$ cat config.mk
export PLATFORM = sky130hd
export DESIGN_NAME = hazard_stall_unit_flat
export DESIGN_NICKNAME = d
export VERILOG_FILES = /design/src/rtl/hazard_stall_unit_if.sv /design/src/rtl/hazard_stall_unit.sv /design/src/flat_wrapper.sv
export SDC_FILE = /design/constraint.sdc
export NUM_CORES = 1
export LEC_CHECK = 0
export CORE_ASPECT_RATIO = 1.75
export CORE_MARGIN = 2
export CORE_UTILIZATION = 45
export CTS_BUF_LIST = sky130_fd_sc_hd__clkbuf_4 sky130_fd_sc_hd__clkbuf_8
export CTS_CLUSTER_SIZE = 8
export DETAILED_ROUTE_END_ITERATION = 10
export HOLD_SLACK_MARGIN = 0.03
export PLACE_DENSITY_LB_ADDON = 0.25
export SLEW_MARGIN = 10
export SYNTH_ARGS = -nofsm -noshare
export SYNTH_HDL_FRONTEND = slang
export SYNTH_SLANG_ARGS = --single-unit
$ cat constraint.sdc
create_clock -name clk -period 2.12 [get_ports clk]
set_input_delay 0.53 -clock clk [delete_from_list [all_inputs] [get_ports clk]]
set_output_delay 0.53 -clock clk [all_outputs]
set_load 0.02 [all_outputs]
$ cat src/rtl/hazard_stall_unit_if.sv
// hazard_stall_unit_if: pipeline hazard inputs and stall/flush/status outputs.
interface hazard_stall_unit_if #(
    parameter int REG_W = 4,
    parameter int CNT_W = 16
);
    logic [REG_W-1:0] R2_1, R3_1, DestR_2;
    logic             UseR2_1, UseR3_1, MemRead_2, WrEn_2, BrTaken_2, MemReq_3, MemReady_3;
    logic             StallF, StallD, StallE, StallM, FlushD, FlushE, MemErr;
    logic [CNT_W-1:0] StallCnt;
    modport master (
        output R2_1, R3_1, DestR_2, UseR2_1, UseR3_1, MemRead_2, WrEn_2, BrTaken_2, MemReq_3, MemReady_3,
        input  StallF, StallD, StallE, StallM, FlushD, FlushE, MemErr, StallCnt
    );
    modport slave (
        input  R2_1, R3_1, DestR_2, UseR2_1, UseR3_1, MemRead_2, WrEn_2, BrTaken_2, MemReq_3, MemReady_3,
        output StallF, StallD, StallE, StallM, FlushD, FlushE, MemErr, StallCnt
    );
endinterface

$ cat src/rtl/hazard_stall_unit.sv
// hazard_stall_unit: load-use, branch-flush and memory-wait stall control with timeout error.
module hazard_stall_unit #(
    parameter int REG_W   = 4,
    parameter int TIMEOUT = 15,
    parameter int CNT_W   = 16
) (
    input logic                clk,
    input logic                rst,
    hazard_stall_unit_if.slave hz_io
);
    localparam int WC_W = $clog2(TIMEOUT + 1);
    typedef enum logic [1:0] {RUN, MWAIT, FLUSH} state_t;
    state_t           state_q, state_d;
    logic             pend_q, pend_d, err_q, err_d;
    logic [WC_W-1:0]  wcnt_q, wcnt_d;
    logic [CNT_W-1:0] cnt_q, cnt_d;
    logic [REG_W-1:0] dest;
    logic             mwait, lu, stall_all, flush_br, stall_lu, at_max;
    assign dest   = hz_io.DestR_2;
    assign mwait  = hz_io.MemReq_3 & ~hz_io.MemReady_3;
    assign lu     = hz_io.MemRead_2 & hz_io.WrEn_2 &
                    ((hz_io.UseR2_1 & (hz_io.R2_1 == dest)) | (hz_io.UseR3_1 & (hz_io.R3_1 == dest)));
    assign at_max = wcnt_q == WC_W'(TIMEOUT);
    always_comb begin
        stall_all = 1'b0;
        flush_br  = 1'b0;
        stall_lu  = 1'b0;
        state_d   = state_q;
        pend_d    = pend_q;
        wcnt_d    = wcnt_q;
        err_d     = err_q;
        if (state_q == MWAIT) begin
            stall_all = ~hz_io.MemReady_3;
            flush_br  = hz_io.MemReady_3 & pend_q;
            state_d   = hz_io.MemReady_3 ? (pend_q ? FLUSH : RUN) : MWAIT;
            pend_d    = hz_io.MemReady_3 ? 1'b0 : pend_q | hz_io.BrTaken_2;
            wcnt_d    = hz_io.MemReady_3 ? '0 : (at_max ? wcnt_q : wcnt_q + 1'b1);
            err_d     = err_q | (~hz_io.MemReady_3 & at_max);
        end else begin
            // FLUSH only reacts to a new memory wait; branches and load-use wait for RUN
            stall_all = mwait;
            flush_br  = ~mwait & (state_q == RUN) & hz_io.BrTaken_2;
            stall_lu  = ~mwait & (state_q == RUN) & ~hz_io.BrTaken_2 & lu;
            state_d   = mwait ? MWAIT : (flush_br ? FLUSH : RUN);
            pend_d    = mwait ? hz_io.BrTaken_2 : pend_q;
            wcnt_d    = mwait ? WC_W'(1) : wcnt_q;
        end
        if (rst) begin
            stall_all = 1'b0;
            flush_br  = 1'b0;
            stall_lu  = 1'b0;
        end
        cnt_d = ((stall_all | stall_lu) & ~&cnt_q) ? cnt_q + 1'b1 : cnt_q;
    end
    always_ff @(posedge clk) begin
        if (rst) begin
            state_q <= RUN;
            pend_q  <= 1'b0;
            wcnt_q  <= '0;
            err_q   <= 1'b0;
            cnt_q   <= '0;
        end else begin
            state_q <= state_d;
            pend_q  <= pend_d;
            wcnt_q  <= wcnt_d;
            err_q   <= err_d;
            cnt_q   <= cnt_d;
        end
    end
    assign hz_io.StallF   = stall_all | stall_lu;
    assign hz_io.StallD   = stall_all | stall_lu;
    assign hz_io.StallE   = stall_all;
    assign hz_io.StallM   = stall_all;
    assign hz_io.FlushD   = flush_br;
    assign hz_io.FlushE   = flush_br | stall_lu;
    assign hz_io.MemErr   = err_q;
    assign hz_io.StallCnt = cnt_q;
endmodule

$ cat src/flat_wrapper.sv
// flat-port wrapper written by rule: the top's interface ports become plain ports
module hazard_stall_unit_flat 
#(
    parameter int REG_W   = 4,
    parameter int TIMEOUT = 15,
    parameter int CNT_W   = 16
)
  (clk, rst, hz_io_R2_1, hz_io_R3_1, hz_io_DestR_2, hz_io_UseR2_1, hz_io_UseR3_1, hz_io_MemRead_2, hz_io_WrEn_2, hz_io_BrTaken_2, hz_io_MemReq_3, hz_io_MemReady_3, hz_io_StallF, hz_io_StallD, hz_io_StallE, hz_io_StallM, hz_io_FlushD, hz_io_FlushE, hz_io_MemErr, hz_io_StallCnt);
  hazard_stall_unit_if #(.REG_W(REG_W), .CNT_W(CNT_W)) hz_io_i ();
  input logic clk;
  input logic rst;
  input wire logic [$bits(hz_io_i.R2_1)-1:0] hz_io_R2_1;
  input wire logic [$bits(hz_io_i.R3_1)-1:0] hz_io_R3_1;
  input wire logic [$bits(hz_io_i.DestR_2)-1:0] hz_io_DestR_2;
  input wire logic [$bits(hz_io_i.UseR2_1)-1:0] hz_io_UseR2_1;
  input wire logic [$bits(hz_io_i.UseR3_1)-1:0] hz_io_UseR3_1;
  input wire logic [$bits(hz_io_i.MemRead_2)-1:0] hz_io_MemRead_2;
  input wire logic [$bits(hz_io_i.WrEn_2)-1:0] hz_io_WrEn_2;
  input wire logic [$bits(hz_io_i.BrTaken_2)-1:0] hz_io_BrTaken_2;
  input wire logic [$bits(hz_io_i.MemReq_3)-1:0] hz_io_MemReq_3;
  input wire logic [$bits(hz_io_i.MemReady_3)-1:0] hz_io_MemReady_3;
  output wire logic [$bits(hz_io_i.StallF)-1:0] hz_io_StallF;
  output wire logic [$bits(hz_io_i.StallD)-1:0] hz_io_StallD;
  output wire logic [$bits(hz_io_i.StallE)-1:0] hz_io_StallE;
  output wire logic [$bits(hz_io_i.StallM)-1:0] hz_io_StallM;
  output wire logic [$bits(hz_io_i.FlushD)-1:0] hz_io_FlushD;
  output wire logic [$bits(hz_io_i.FlushE)-1:0] hz_io_FlushE;
  output wire logic [$bits(hz_io_i.MemErr)-1:0] hz_io_MemErr;
  output wire logic [$bits(hz_io_i.StallCnt)-1:0] hz_io_StallCnt;
  assign hz_io_i.R2_1 = hz_io_R2_1;
  assign hz_io_i.R3_1 = hz_io_R3_1;
  assign hz_io_i.DestR_2 = hz_io_DestR_2;
  assign hz_io_i.UseR2_1 = hz_io_UseR2_1;
  assign hz_io_i.UseR3_1 = hz_io_UseR3_1;
  assign hz_io_i.MemRead_2 = hz_io_MemRead_2;
  assign hz_io_i.WrEn_2 = hz_io_WrEn_2;
  assign hz_io_i.BrTaken_2 = hz_io_BrTaken_2;
  assign hz_io_i.MemReq_3 = hz_io_MemReq_3;
  assign hz_io_i.MemReady_3 = hz_io_MemReady_3;
  assign hz_io_StallF = hz_io_i.StallF;
  assign hz_io_StallD = hz_io_i.StallD;
  assign hz_io_StallE = hz_io_i.StallE;
  assign hz_io_StallM = hz_io_i.StallM;
  assign hz_io_FlushD = hz_io_i.FlushD;
  assign hz_io_FlushE = hz_io_i.FlushE;
  assign hz_io_MemErr = hz_io_i.MemErr;
  assign hz_io_StallCnt = hz_io_i.StallCnt;
  hazard_stall_unit #(.REG_W(REG_W), .TIMEOUT(TIMEOUT), .CNT_W(CNT_W)) u_core (.clk(clk), .rst(rst), .hz_io(hz_io_i));
endmodule
After elaboration in Yosys (flattened, before gate mapping). Index checks and enable logic that the tools add are counted.

Output and inout bits: 23. Bits in read-only memories: 0. Flip-flop bits (word level): 24. Memories: 0. Bits in writable memories: 0. Bits in latches: 0. Input bits: 21.

Muxes and demuxes: 18. Shifts and indexed selects: 0. $mul: 0. Divide/modulo/power cells: 0. Add/sub/neg operators: 2. Reduce and logical (&&, ||, !) cells: 5. Magnitude comparators: 0. Bitwise logic cells: 20. Equal/unequal tests: 5.

Operator list (number): adder 16 x 1 -> 16 bit (second input constant) (1); two-way mux 4 bit (4); AND reduction 16 bit (1); AND 1 bit (12); two-way mux 2 bit (5); two-way mux 1 bit (9); == test 4 bit (2); OR 1 bit (5); adder 4 x 1 -> 4 bit (second input constant) (1); == test 4 bit (second input constant) (1); != test 3 bit (second input constant) (1); inverter 1 bit (3); == test 2 x 1 -> 1 bit (second input constant) (1); logical NOT 2 bit (1); AND reduction 2 bit (1); nonzero test 2 bit (1); logical NOT 1 bit (1).

Depth between registers and ports, before layout. Gate-level depths: netlist of run 1.

Depth after elaboration: 10. Mapped depth: 9. Gate-level depth less buffers: 7.

Worst setup path after synthesis of run 1. Ideal clock, no wire load.

Kind: input -> output. Start: input port hz_io_MemReq_3. End: output port hz_io_FlushE. Required time: 1590 ps. Stages: 4. Slack: -44 ps. Data arrival time: 1634 ps. Cells stage by stage: or2b_4 -> nand3b_1 -> a21boi_0 -> a21o_1.

RTL lines: start, declared (line flat_wrapper.sv:20) `input wire logic [$bits(hz_io_i.MemReq_3)-1:0] hz_io_MemReq_3;`; AND 1 bit (line hazard_stall_unit.sv:20) `assign mwait = hz_io.MemReq_3 & ~hz_io.MemReady_3;`; inverter 1 bit (line hazard_stall_unit.sv:42) `flush_br = ~mwait & (state_q == RUN) & hz_io.BrTaken_2;`; AND 1 bit (2 in a row) (line hazard_stall_unit.sv:42); two-way mux 1 bit (line hazard_stall_unit.sv:32) `if (state_q == MWAIT) begin`; two-way mux 1 bit (line hazard_stall_unit.sv:48) `if (rst) begin`; named net hz_io_FlushD (line flat_wrapper.sv:26) `output wire logic [$bits(hz_io_i.FlushD)-1:0] hz_io_FlushD;`; OR 1 bit (line hazard_stall_unit.sv:75) `assign hz_io.FlushE = flush_br | stall_lu;`; end, declared (line flat_wrapper.sv:27) `output wire logic [$bits(hz_io_i.FlushE)-1:0] hz_io_FlushE;`.

The timed path passes the listed nets, and every way through them passes these cells.

Final worst setup path of run 1.
Start: input port hz_io_MemReady_3. End: output port hz_io_FlushE.

Longest elaborated chain between the ends: 9.

Ends and longest elaborated chain: start, declared (line flat_wrapper.sv:21) `input wire logic [$bits(hz_io_i.MemReady_3)-1:0] hz_io_MemReady_3;`; inverter 1 bit (line hazard_stall_unit.sv:20); AND 1 bit (line hazard_stall_unit.sv:20); inverter 1 bit (line hazard_stall_unit.sv:42, hazard_stall_unit.sv:43); AND 1 bit (line hazard_stall_unit.sv:42, hazard_stall_unit.sv:43); AND 1 bit (2 in a row) (line hazard_stall_unit.sv:43) `stall_lu = ~mwait & (state_q == RUN) & ~hz_io.BrTaken_2 & lu;`; two-way mux 1 bit (line hazard_stall_unit.sv:32); two-way mux 1 bit (line hazard_stall_unit.sv:48); OR 1 bit (*) (line hazard_stall_unit.sv:75).

Mark *: on every way between the ends. The rest lies on a longest branch, timed or not.

==> report_table.html, run 1 <==
<table>
<tr><th>Metric</th><th>Value</th></tr>
<tr><th colspan="2">STA</th></tr>
<tr><td>Final setup skew</td><td>about 0.010 ns</td></tr>
<tr><td>Final Max Slew Viols</td><td>0</td></tr>
<tr><td>Actual slew at the worst max-slew pin</td><td>~0.46 ns</td></tr>
<tr><td>Crit path setup slack, layout</td><td>0.0763 ns</td></tr>
<tr><td>Final Critical Period</td><td>~2 ns</td></tr>
<tr><td>Achievable clock frequency</td><td>489 MHz</td></tr>
<tr><td>Total of endpoints with negative setup slack in the final report</td><td>0</td></tr>
<tr><td>RSZ-0062 raised after global routing</td><td>no</td></tr>
<tr><td>Final hold viol count</td><td>0</td></tr>
<tr><td>Share of the cycle needed by the critical path after routing</td><td>96.4%</td></tr>
<tr><td>Relative max-transition margin</td><td>69.4%</td></tr>
<tr><th colspan="2">Setup path</th></tr>
<tr><td>Endpoint of the worst register-to-register path</td><td>u_core.hz_io.StallCnt[14]$_SDFFE_PP0P_</td></tr>
<tr><td>Crit end category</td><td>output pin</td></tr>
<tr><td>Critical path start-end classification</td><td>input port to output pin</td></tr>
<tr><td>CP required</td><td>about 1.6 ns</td></tr>
<tr><td>Worst-path cell with the longest stage delay</td><td>sky130_fd_sc_hd__or2b_4</td></tr>
<tr><td>Worst Path Max Fanout</td><td>3</td></tr>
<tr><td>Max incr delay on CP</td><td>~0.28 ns</td></tr>
<tr><td>Critical register-to-register path startpoint</td><td>u_core.hz_io.StallCnt[4]$_SDFFE_PP0P_</td></tr>
<tr><td>Worst reg2reg setup slack</td><td>0.14 ns</td></tr>
<tr><td>Data arrival time of the critical path</td><td>between 1.5 and 2 ns</td></tr>
<tr><td>CP Depth</td><td>6</td></tr>
<tr><td>Family with the most delay on the worst path</td><td>simple AND/OR/NAND/NOR gates</td></tr>
<tr><td>Count of buffer and inverter cells on the critical path</td><td>2</td></tr>
<tr><td>Startpoint Class</td><td>input port</td></tr>
<tr><td>Register-to-Register Path Depth</td><td>6</td></tr>
<tr><td>Cells along the critical path</td><td>clkdlybuf4s15_1, or2b_4, nand3b_1, a21boi_2, a21o_1, buf_6</td></tr>
<tr><td>Worst setup path start</td><td>hz_io_MemReady_3</td></tr>
<tr><th colspan="2">Routing</th></tr>
<tr><td>Total vias in the final route</td><td>1444</td></tr>
<tr><td>Average wire per standard cell</td><td>around 15 um</td></tr>
<tr><td>Drt drc</td><td>0</td></tr>
<tr><td>Final Routed Wirelength</td><td>roughly 3.7 mm</td></tr>
<tr><td>First-pass iteration count of the detailed router</td><td>4</td></tr>
<tr><td>Vias per std cell</td><td>5.87</td></tr>
<tr><td>Initial DRC Count</td><td>38</td></tr>
<tr><td>Final ANT Viol Nets</td><td>0</td></tr>
<tr><th colspan="2">Synth</th></tr>
<tr><td>Flops &amp; latches, synth</td><td>24</td></tr>
<tr><td>Top cell type's share of synthesized area</td><td>a little over a third</td></tr>
<tr><td>Average size of a mapped cell</td><td>~8.5 um^2</td></tr>
<tr><td>Area of the mapped netlist</td><td>1380 um^2</td></tr>
<tr><td>Async set or reset register ratio after synthesis</td><td>0%</td></tr>
<tr><td>Count of flip-flops with a built-in enable after synthesis</td><td>0</td></tr>
<tr><td>Dominant combinational cell family by area after synthesis</td><td>simple AND/OR/NAND/NOR gates</td></tr>
<tr><td>Synthesized-area fraction occupied by ao, oa, aoi and oai cells</td><td>19.5%</td></tr>
<tr><td>Synth area leader</td><td>sky130_fd_sc_hd__dfxtp_1</td></tr>
<tr><td>Syn Nets</td><td>approximately 190</td></tr>
<tr><td>Xor-xnor portion of the synthesized cell area</td><td>~6.3%</td></tr>
<tr><td>Most used DFF post-synth</td><td>sky130_fd_sc_hd__dfxtp_1</td></tr>
<tr><td>Post-synthesis cell type count</td><td>47</td></tr>
<tr><td>Cell count after synthesis</td><td>163</td></tr>
<tr><td>Yosys warns</td><td>0</td></tr>
<tr><td>Share of synthesized cell area in and, or, nand and nor gates</td><td>between 20 and 30%</td></tr>
<tr><td>Largest cells by area after synthesis</td><td>sky130_fd_sc_hd__dfxtp_1 35%, sky130_fd_sc_hd__xnor2_1 5.1%, sky130_fd_sc_hd__o31ai_1 4.9%, sky130_fd_sc_hd__nand3_1 4.7%, sky130_fd_sc_hd__a21oi_1 3.6%</td></tr>
<tr><td>Mux share of post-synthesis cell area</td><td>about 3.2%</td></tr>
<tr><td>Sequential area share after synthesis</td><td>roughly a third</td></tr>
<tr><td>Adder-Cell Fraction of Synth Area</td><td>under 10%</td></tr>
<tr><th colspan="2">Clock tree</th></tr>
<tr><td>Total number of clock tree sinks</td><td>24</td></tr>
<tr><td>Post-cts hold buffer count</td><td>0</td></tr>
<tr><td>Maximum level of the CTS H-tree</td><td>1</td></tr>
<tr><td>CTS Buf Count</td><td>3</td></tr>
<tr><td>Max Buffers Root-to-Sink</td><td>2</td></tr>
<tr><td>CTS tree</td><td>built</td></tr>
<tr><td>Clock insertion delay at the later pin of the skew report</td><td>0.27 ns</td></tr>
<tr><td>Clock transition time at the flip-flop clock pins of the worst setup and hold paths</td><td>0.09 ns</td></tr>
<tr><td>Clock root cell</td><td>sky130_fd_sc_hd__clkbuf_8</td></tr>
<tr><th colspan="2">Global routing</th></tr>
<tr><td>Pin count of the biggest net entering global routing</td><td>22</td></tr>
<tr><td>Number of antenna violations at the first check in global routing</td><td>0</td></tr>
<tr><td>Total track usage</td><td>between 20% and 30%</td></tr>
<tr><td>Wire length of the first global-routing pass</td><td>~6.2 mm</td></tr>
<tr><td>Overall overflow remaining after global route</td><td>0</td></tr>
<tr><td>Number of global-route vias before repair</td><td>1515</td></tr>
<tr><th colspan="2">Placement</th></tr>
<tr><td>Post-DP HPWL</td><td>about 2.9 mm</td></tr>
<tr><td>IO buf count</td><td>43</td></tr>
<tr><td>Global placer's final weighted congestion</td><td>0.815</td></tr>
<tr><td>Post-DP Area</td><td>~1900 um^2</td></tr>
<tr><td>Post-placement worst setup slack</td><td>-0.769 ns</td></tr>
<tr><th colspan="2">Run</th></tr>
<tr><td>Number of maximum-capacitance violations</td><td>0</td></tr>
<tr><th colspan="2">Floorplanning</th></tr>
<tr><td>Core Footprint</td><td>roughly 2900 um^2</td></tr>
<tr><td>Floorplan die height</td><td>77.3 um</td></tr>
<tr><td>Number of cell rows</td><td>26</td></tr>
<tr><td>Die width</td><td>45.9 um</td></tr>
<tr><td>Starting density of the core</td><td>a little under half</td></tr>
<tr><td>I/O pin cnt</td><td>44</td></tr>
<tr><td>Die footprint</td><td>around 3500 um^2</td></tr>
<tr><th colspan="2">Finish</th></tr>
<tr><td>Share of layout cells above drive strength 1</td><td>22.5%</td></tr>
<tr><td>Commonest non-fill, non-tap cell in the layout</td><td>sky130_fd_sc_hd__dfxtp_1</td></tr>
<tr><td>Final instance area</td><td>2000 um^2</td></tr>
<tr><td>Multi-input gate area in the final layout</td><td>845 um^2</td></tr>
<tr><td>Number of antenna repair diodes</td><td>0</td></tr>
<tr><td>Commonest non-fill, non-tap cells in the layout</td><td>24 x sky130_fd_sc_hd__dfxtp_1, 18 x sky130_fd_sc_hd__clkdlybuf4s50_1, 17 x sky130_fd_sc_hd__buf_4</td></tr>
<tr><td>Final nets</td><td>roughly 240</td></tr>
<tr><td>Utilization of the core after routing</td><td>about two thirds</td></tr>
<tr><td>Area used by sequential logic in the layout</td><td>480 um^2</td></tr>
<tr><td>Filler Cells Inserted</td><td>250</td></tr>
<tr><td>Synth-to-Final Area Change</td><td>44.7%</td></tr>
<tr><th colspan="2">Hold path</th></tr>
<tr><td>WHS Path Cells</td><td>2</td></tr>
<tr><td>Min-Delay Endpoint</td><td>u_core.hz_io.MemErr$_SDFFE_PP0P_</td></tr>
<tr><td>Worst min-delay path class</td><td>register to register</td></tr>
<tr><td>Critical hold path startpoint</td><td>u_core.hz_io.MemErr$_SDFFE_PP0P_</td></tr>
<tr><th colspan="2">Power and ir drop</th></tr>
<tr><td>Largest vdd supply drop</td><td>around 0.42 mV</td></tr>
<tr><td>Leak Pwr</td><td>0.000781 uW</td></tr>
<tr><td>Areal power density over the cells</td><td>just over 500 nW/um^2</td></tr>
<tr><th colspan="2">Run status</th></tr>
<tr><td>Outcome</td><td>complete, no violations</td></tr>
</table>
synth_stat cells, types with 2 or more instances:
library cell / count
sky130_fd_sc_hd__o21ai_0: 3
sky130_fd_sc_hd__a2111oi_0: 2
sky130_fd_sc_hd__o311ai_1: 3
sky130_fd_sc_hd__nor2_1: 11
sky130_fd_sc_hd__nand3_1: 13
sky130_fd_sc_hd__nor3_1: 2
sky130_fd_sc_hd__nor4_1: 3
sky130_fd_sc_hd__a21boi_0: 2
sky130_fd_sc_hd__o31ai_1: 9
sky130_fd_sc_hd__buf_2: 2
sky130_fd_sc_hd__xnor2_1: 8
sky130_fd_sc_hd__buf_6: 2
sky130_fd_sc_hd__buf_4: 2
sky130_fd_sc_hd__nor2b_1: 4
sky130_fd_sc_hd__dfxtp_1: 24
sky130_fd_sc_hd__ha_1: 2
sky130_fd_sc_hd__xor2_1: 2
sky130_fd_sc_hd__clkbuf_1: 3
sky130_fd_sc_hd__nand2_1: 11
sky130_fd_sc_hd__or4_1: 4
sky130_fd_sc_hd__nand4_1: 4
sky130_fd_sc_hd__mux2_2: 2
sky130_fd_sc_hd__a21oi_1: 10
sky130_fd_sc_hd__or3_1: 2
sky130_fd_sc_hd__o311ai_0: 2
sky130_fd_sc_hd__and3_1: 3
sky130_fd_sc_hd__inv_1: 8
report_power, final:
part / switching (uW) / total [uW] / leakage, uW / internal, uW
Combinational: 76.6 / 157 / 0.000552 / 80.5
Sequential: 6.70 / 463 / 0.000194 / 457
Clock: 147 / 399 / 0.0000357 / 252
Total: 230 / 1020 / 0.000781 / 789
state kept, by name (all words and copies together) (netlist names):
signal / count
u_core.hz_io.StallCnt: 16
u_core.wcnt_q: 4
u_core.state_q: 2
u_core.hz_io.MemErr: 1
u_core.pend_q: 1
worst reg2reg max path: stages (launching register included):
cell and delay (ns):
sky130_fd_sc_hd__dfxtp_1 0.45, sky130_fd_sc_hd__nand4_1 0.21, sky130_fd_sc_hd__nor2_1 0.27, sky130_fd_sc_hd__and2_1 0.21, sky130_fd_sc_hd__nand3_1 0.10, sky130_fd_sc_hd__nor3b_1 0.26, sky130_fd_sc_hd__mux2_2 0.37
repair_timing:
action / CTS / global route
endpoints found under the hold margin: 0 / 0
endpoints found under the setup margin: 19 / 11
setup buffers: 0 / 0
pin swaps: 16 / 9
gates resized for setup: 53 / 19
per-layer routing:
layer | global-route usage [%] | part of all wire, %
met5 | 0 | 0
met4 | 6.00 | 0.65
met3 | 2.12 | 2.9
met2 | 43.8 | 61
met1 | 22.8 | 36
worst max path at each step:
stage / end / slack [ns]
after floorplan: hz_io_StallF / 0.04
after global placement: hz_io_StallF / -0.73
after detailed placement: hz_io_StallD / -0.77
after CTS: hz_io_StallD / 0.002
after global routing: hz_io_StallD / 0.005
final: hz_io_FlushE / 0.08
cell families after synthesis:
logic type                 Yosys count
AOI/OAI and AO/OA                   38
xor gates and xnor gates            10
adders and majority gates            2
DFF                                 24
buffers and inverters               17
muxes                                4
and+or+nand+nor                     68
stage by stage:
stage                     cells  TNS, ns  power, uW  hold WS (ns)
after CTS                   246        0       1030         0.466
final                       246        0       1020         0.464
after floorplan             163        0        549         0.491
after global placement      242    -8.87        630         0.435
after global routing        246        0       1060         0.512
after detailed placement    242    -9.84        636         0.451
area by class of cell:
class | instances | share of cell area [%]
clock buffers | 3 | 2.07
clock inverters | 1 | 1.50
inverters | 8 | 1.50
multi-input cells | 122 | 42.3
flip-flops and latches | 24 | 24.1
well taps | 28 | 1.75
repair buffers | 60 | 26.8
Power figures use the tool's default switching activity.
==> run 2, diff against run 1 <==
--- a/config.mk
+++ b/config.mk
@@ -11,9 +11,8 @@
 export CTS_BUF_LIST = sky130_fd_sc_hd__clkbuf_4 sky130_fd_sc_hd__clkbuf_8
 export CTS_CLUSTER_SIZE = 8
 export DETAILED_ROUTE_END_ITERATION = 10
-export HOLD_SLACK_MARGIN = 0.03
 export PLACE_DENSITY_LB_ADDON = 0.25
-export SLEW_MARGIN = 10
+export SLEW_MARGIN = 5
 export SYNTH_ARGS = -nofsm -noshare
 export SYNTH_HDL_FRONTEND = slang
 export SYNTH_SLANG_ARGS = --single-unit
==> results of run 2 <==
No change in the layout: final DEF, timing and power equal those of run 1.
==> run 3, diff against run 2 <==
==> constraint.sdc (replaced) <==
create_clock -name clk -period 2.12 [get_ports clk]
set_input_delay 0.53 -clock clk [delete_from_list [all_inputs] [get_ports clk]]
set_output_delay 0.53 -clock clk [all_outputs]
set_load 0.05 [all_outputs]
==> report_table.html, run 3 (same netlist as run 1, synthesis figures left out) <==
<table>
<tr><th>Metric</th><th>Value</th></tr>
<tr><th colspan="2">STA</th></tr>
<tr><td>Achievable clock frequency</td><td>475 MHz</td></tr>
<tr><td>RSZ-0062 raised after global routing</td><td>yes</td></tr>
<tr><td>Final Max Slew Viols</td><td>0</td></tr>
<tr><td>Relative max-transition margin</td><td>around two thirds</td></tr>
<tr><td>Min Hold Slack</td><td>around 0.45 ns</td></tr>
<tr><td>Final hold viol count</td><td>0</td></tr>
<tr><td>Total of endpoints with negative setup slack in the final report</td><td>0</td></tr>
<tr><td>Final Critical Period</td><td>between 2 and 2.5 ns</td></tr>
<tr><td>Share of the cycle needed by the critical path after routing</td><td>~99%</td></tr>
<tr><td>Final setup skew</td><td>0.00433 ns</td></tr>
<tr><td>Actual slew at the worst max-slew pin</td><td>0.514 ns</td></tr>
<tr><th colspan="2">Placement</th></tr>
<tr><td>Number of placed instances, taps included</td><td>approximately 250</td></tr>
<tr><td>Global placer's final weighted congestion</td><td>slightly below 0.9</td></tr>
<tr><td>Post-DP HPWL</td><td>2.80 mm</td></tr>
<tr><td>IO buf count</td><td>43</td></tr>
<tr><td>Post-DP Area</td><td>2000 um^2</td></tr>
<tr><th colspan="2">Power and ir drop</th></tr>
<tr><td>Leak Pwr</td><td>about 0.00085 uW</td></tr>
<tr><td>Largest vdd supply drop</td><td>about 0.33 mV</td></tr>
<tr><td>Areal power density over the cells</td><td>around 510 nW/um^2</td></tr>
<tr><th colspan="2">Setup path</th></tr>
<tr><td>Crit end category</td><td>output pin</td></tr>
<tr><td>Worst Path Max Fanout</td><td>3</td></tr>
<tr><td>Critical path start-end classification</td><td>input port to output pin</td></tr>
<tr><td>Register-to-Register Path Depth</td><td>6</td></tr>
<tr><td>Data arrival time of the critical path</td><td>between 1.5 and 2 ns</td></tr>
<tr><td>Critical register-to-register path startpoint</td><td>u_core.hz_io.StallCnt[4]$_SDFFE_PP0P_</td></tr>
<tr><td>Worst setup path start</td><td>hz_io_BrTaken_2</td></tr>
<tr><td>Startpoint Class</td><td>input port</td></tr>
<tr><td>Endpoint of the worst register-to-register path</td><td>u_core.hz_io.StallCnt[14]$_SDFFE_PP0P_</td></tr>
<tr><td>Worst reg2reg setup slack</td><td>about 0.11 ns</td></tr>
<tr><td>CP required</td><td>1.59 ns</td></tr>
<tr><th colspan="2">Clock tree</th></tr>
<tr><td>CTS tree</td><td>built</td></tr>
<tr><td>Max Buffers Root-to-Sink</td><td>2</td></tr>
<tr><td>Clock insertion delay at the later pin of the skew report</td><td>approximately 0.27 ns</td></tr>
<tr><td>CTS Buf Count</td><td>3</td></tr>
<tr><td>Maximum level of the CTS H-tree</td><td>1</td></tr>
<tr><td>Post-cts hold buffer count</td><td>0</td></tr>
<tr><td>Clock transition time at the flip-flop clock pins of the worst setup and hold paths</td><td>0.09 ns</td></tr>
<tr><td>Total number of clock tree sinks</td><td>24</td></tr>
<tr><td>Clock root cell</td><td>sky130_fd_sc_hd__clkbuf_8</td></tr>
<tr><th colspan="2">Run</th></tr>
<tr><td>Number of maximum-capacitance violations</td><td>0</td></tr>
<tr><th colspan="2">Floorplanning</th></tr>
<tr><td>Die footprint</td><td>between 3000 and 4000 um^2</td></tr>
<tr><td>Floorplan die height</td><td>77.3 um</td></tr>
<tr><td>Number of cell rows</td><td>26</td></tr>
<tr><td>Core Footprint</td><td>2930 um^2</td></tr>
<tr><td>I/O pin cnt</td><td>44</td></tr>
<tr><td>Starting density of the core</td><td>around 47%</td></tr>
<tr><td>Die width</td><td>45.9 um</td></tr>
<tr><th colspan="2">Routing</th></tr>
<tr><td>Average wire per standard cell</td><td>approximately 16 um</td></tr>
<tr><td>Met1 Routed Length</td><td>approximately 1.4 mm</td></tr>
<tr><td>Initial DRC Count</td><td>47</td></tr>
<tr><td>Final Routed Wirelength</td><td>roughly 4.0 mm</td></tr>
<tr><td>Vias per std cell</td><td>5.94</td></tr>
<tr><td>Uppermost routed layer</td><td>met4</td></tr>
<tr><td>Routed wl met3</td><td>approximately 170 um</td></tr>
<tr><td>Drt drc</td><td>0</td></tr>
<tr><td>Final ANT Viol Nets</td><td>0</td></tr>
<tr><td>Routed length on met2</td><td>around 2.3 mm</td></tr>
<tr><td>First-pass iteration count of the detailed router</td><td>4</td></tr>
<tr><td>Total vias in the final route</td><td>roughly 1500</td></tr>
<tr><th colspan="2">Finish</th></tr>
<tr><td>Commonest non-fill, non-tap cell in the layout</td><td>sky130_fd_sc_hd__buf_4</td></tr>
<tr><td>Number of antenna repair diodes</td><td>0</td></tr>
<tr><td>Share of layout cells above drive strength 1</td><td>between 30% and 40%</td></tr>
<tr><td>Final nets</td><td>about 250</td></tr>
<tr><td>Commonest non-fill, non-tap cells in the layout</td><td>25 x sky130_fd_sc_hd__buf_4, 20 x sky130_fd_sc_hd__dfxtp_1, 14 x sky130_fd_sc_hd__clkdlybuf4s50_1</td></tr>
<tr><td>Final standard cell count with taps included and fillers excluded</td><td>~250</td></tr>
<tr><td>Number of flip-flops under the largest register name</td><td>16</td></tr>
<tr><td>Utilization of the core after routing</td><td>between 70 and 80%</td></tr>
<tr><td>Synth-to-Final Area Change</td><td>55.5%</td></tr>
<tr><td>Final instance area</td><td>between 2000 and 2500 um^2</td></tr>
<tr><th colspan="2">Hold path</th></tr>
<tr><td>Critical hold path startpoint</td><td>u_core.hz_io.MemErr$_SDFFE_PP0P_</td></tr>
<tr><td>Worst min-delay path class</td><td>register to register</td></tr>
<tr><td>Min-Delay Endpoint</td><td>u_core.hz_io.MemErr$_SDFFE_PP0P_</td></tr>
<tr><td>WHS Path Cells</td><td>2</td></tr>
<tr><th colspan="2">Run status</th></tr>
<tr><td>Outcome</td><td>complete, no violations</td></tr>
<tr><th colspan="2">Global routing</th></tr>
<tr><td>Overall overflow remaining after global route</td><td>0</td></tr>
<tr><td>Wire length of the first global-routing pass</td><td>6.82 mm</td></tr>
<tr><td>Total track usage</td><td>between 20% and 30%</td></tr>
<tr><td>Number of antenna violations at the first check in global routing</td><td>0</td></tr>
<tr><td>Number of global-route vias before repair</td><td>~1600</td></tr>
<tr><td>Pin count of the biggest net entering global routing</td><td>16</td></tr>
</table>
==> run 3: changes by cell type in the layout (fill, tap and decap cells not counted), sizes merged, moves of 3 or more <==
cell / delta
dlymetal6s2s: -3
buf: +21
clkdlybuf4s50: -4
clkdlybuf4s15: -7
==> run 3: critical path: stages <==
cell and delay, ns:
sky130_fd_sc_hd__dlygate4sd2_1 0.28, sky130_fd_sc_hd__buf_4 0.15, sky130_fd_sc_hd__nand3b_1 0.13, sky130_fd_sc_hd__a21boi_4 0.20
sky130_fd_sc_hd__a21o_1 0.14, sky130_fd_sc_hd__buf_12 0.14
==> run 3: layout make-up <==
| class | instances | area (um^2) |
|---|---|---|
| Sequential cell | 24 | 485 |
| Clock buffer | 3 | 41.3 |
| Clock inverter | 1 | 30.0 |
| Tap cell | 28 | 35.0 |
| Inverter | 8 | 33.8 |
| Multi-Input combinational cell | 122 | 900 |
| Timing Repair Buffer | 67 | 621 |
| Fill cell | 225 | 782 |
==> run 3: power breakdown <==
part / internal [uW] / total (uW) / switching, uW
logic: 112 / 217 / 106
clock network: 252 / 405 / 153
registers: 457 / 464 / 6.90
==> run 3: stage by stage <==
stage / TNS [ns] / total power [uW] / setup slack [ns]
global route: -0.0829 / 1130 / -0.0308
global placement: -6.92 / 667 / -0.390
detailed placement: -8.11 / 671 / -0.460
finish: 0 / 1090 / 0.0161
CTS: 0 / 1090 / 0.00406
floorplan: -0.290 / 572 / -0.159
==> run 3: how the worst max path moves through the flow <==
stage | to | slack [ns]
final | hz_io_FlushE | 0.02
after CTS | hz_io_StallF | 0.004
after detailed placement | u_core.hz_io.StallCnt[5]$_SDFFE_PP0P_ | -0.46
after global placement | u_core.hz_io.StallCnt[9]$_SDFFE_PP0P_ | -0.39
after global routing | hz_io_StallF | -0.03
after floorplan | hz_io_StallF | -0.16
==> run 3: layer usage <==
layer  vias to the layer above  global-route usage [%]
li1                        723                       -
met1                       717                    26.5
met2                        56                    45.1
met3                         8                    2.59
met4                         0                    10.0
met5                         -                       0
==> run 3: what timing repair did <==
action,in CTS,in global routing
resized for setup,71,11
buffers inserted,1,2
pin swaps,18,12
setup endpoints to repair,21,9
gates cloned,1,0
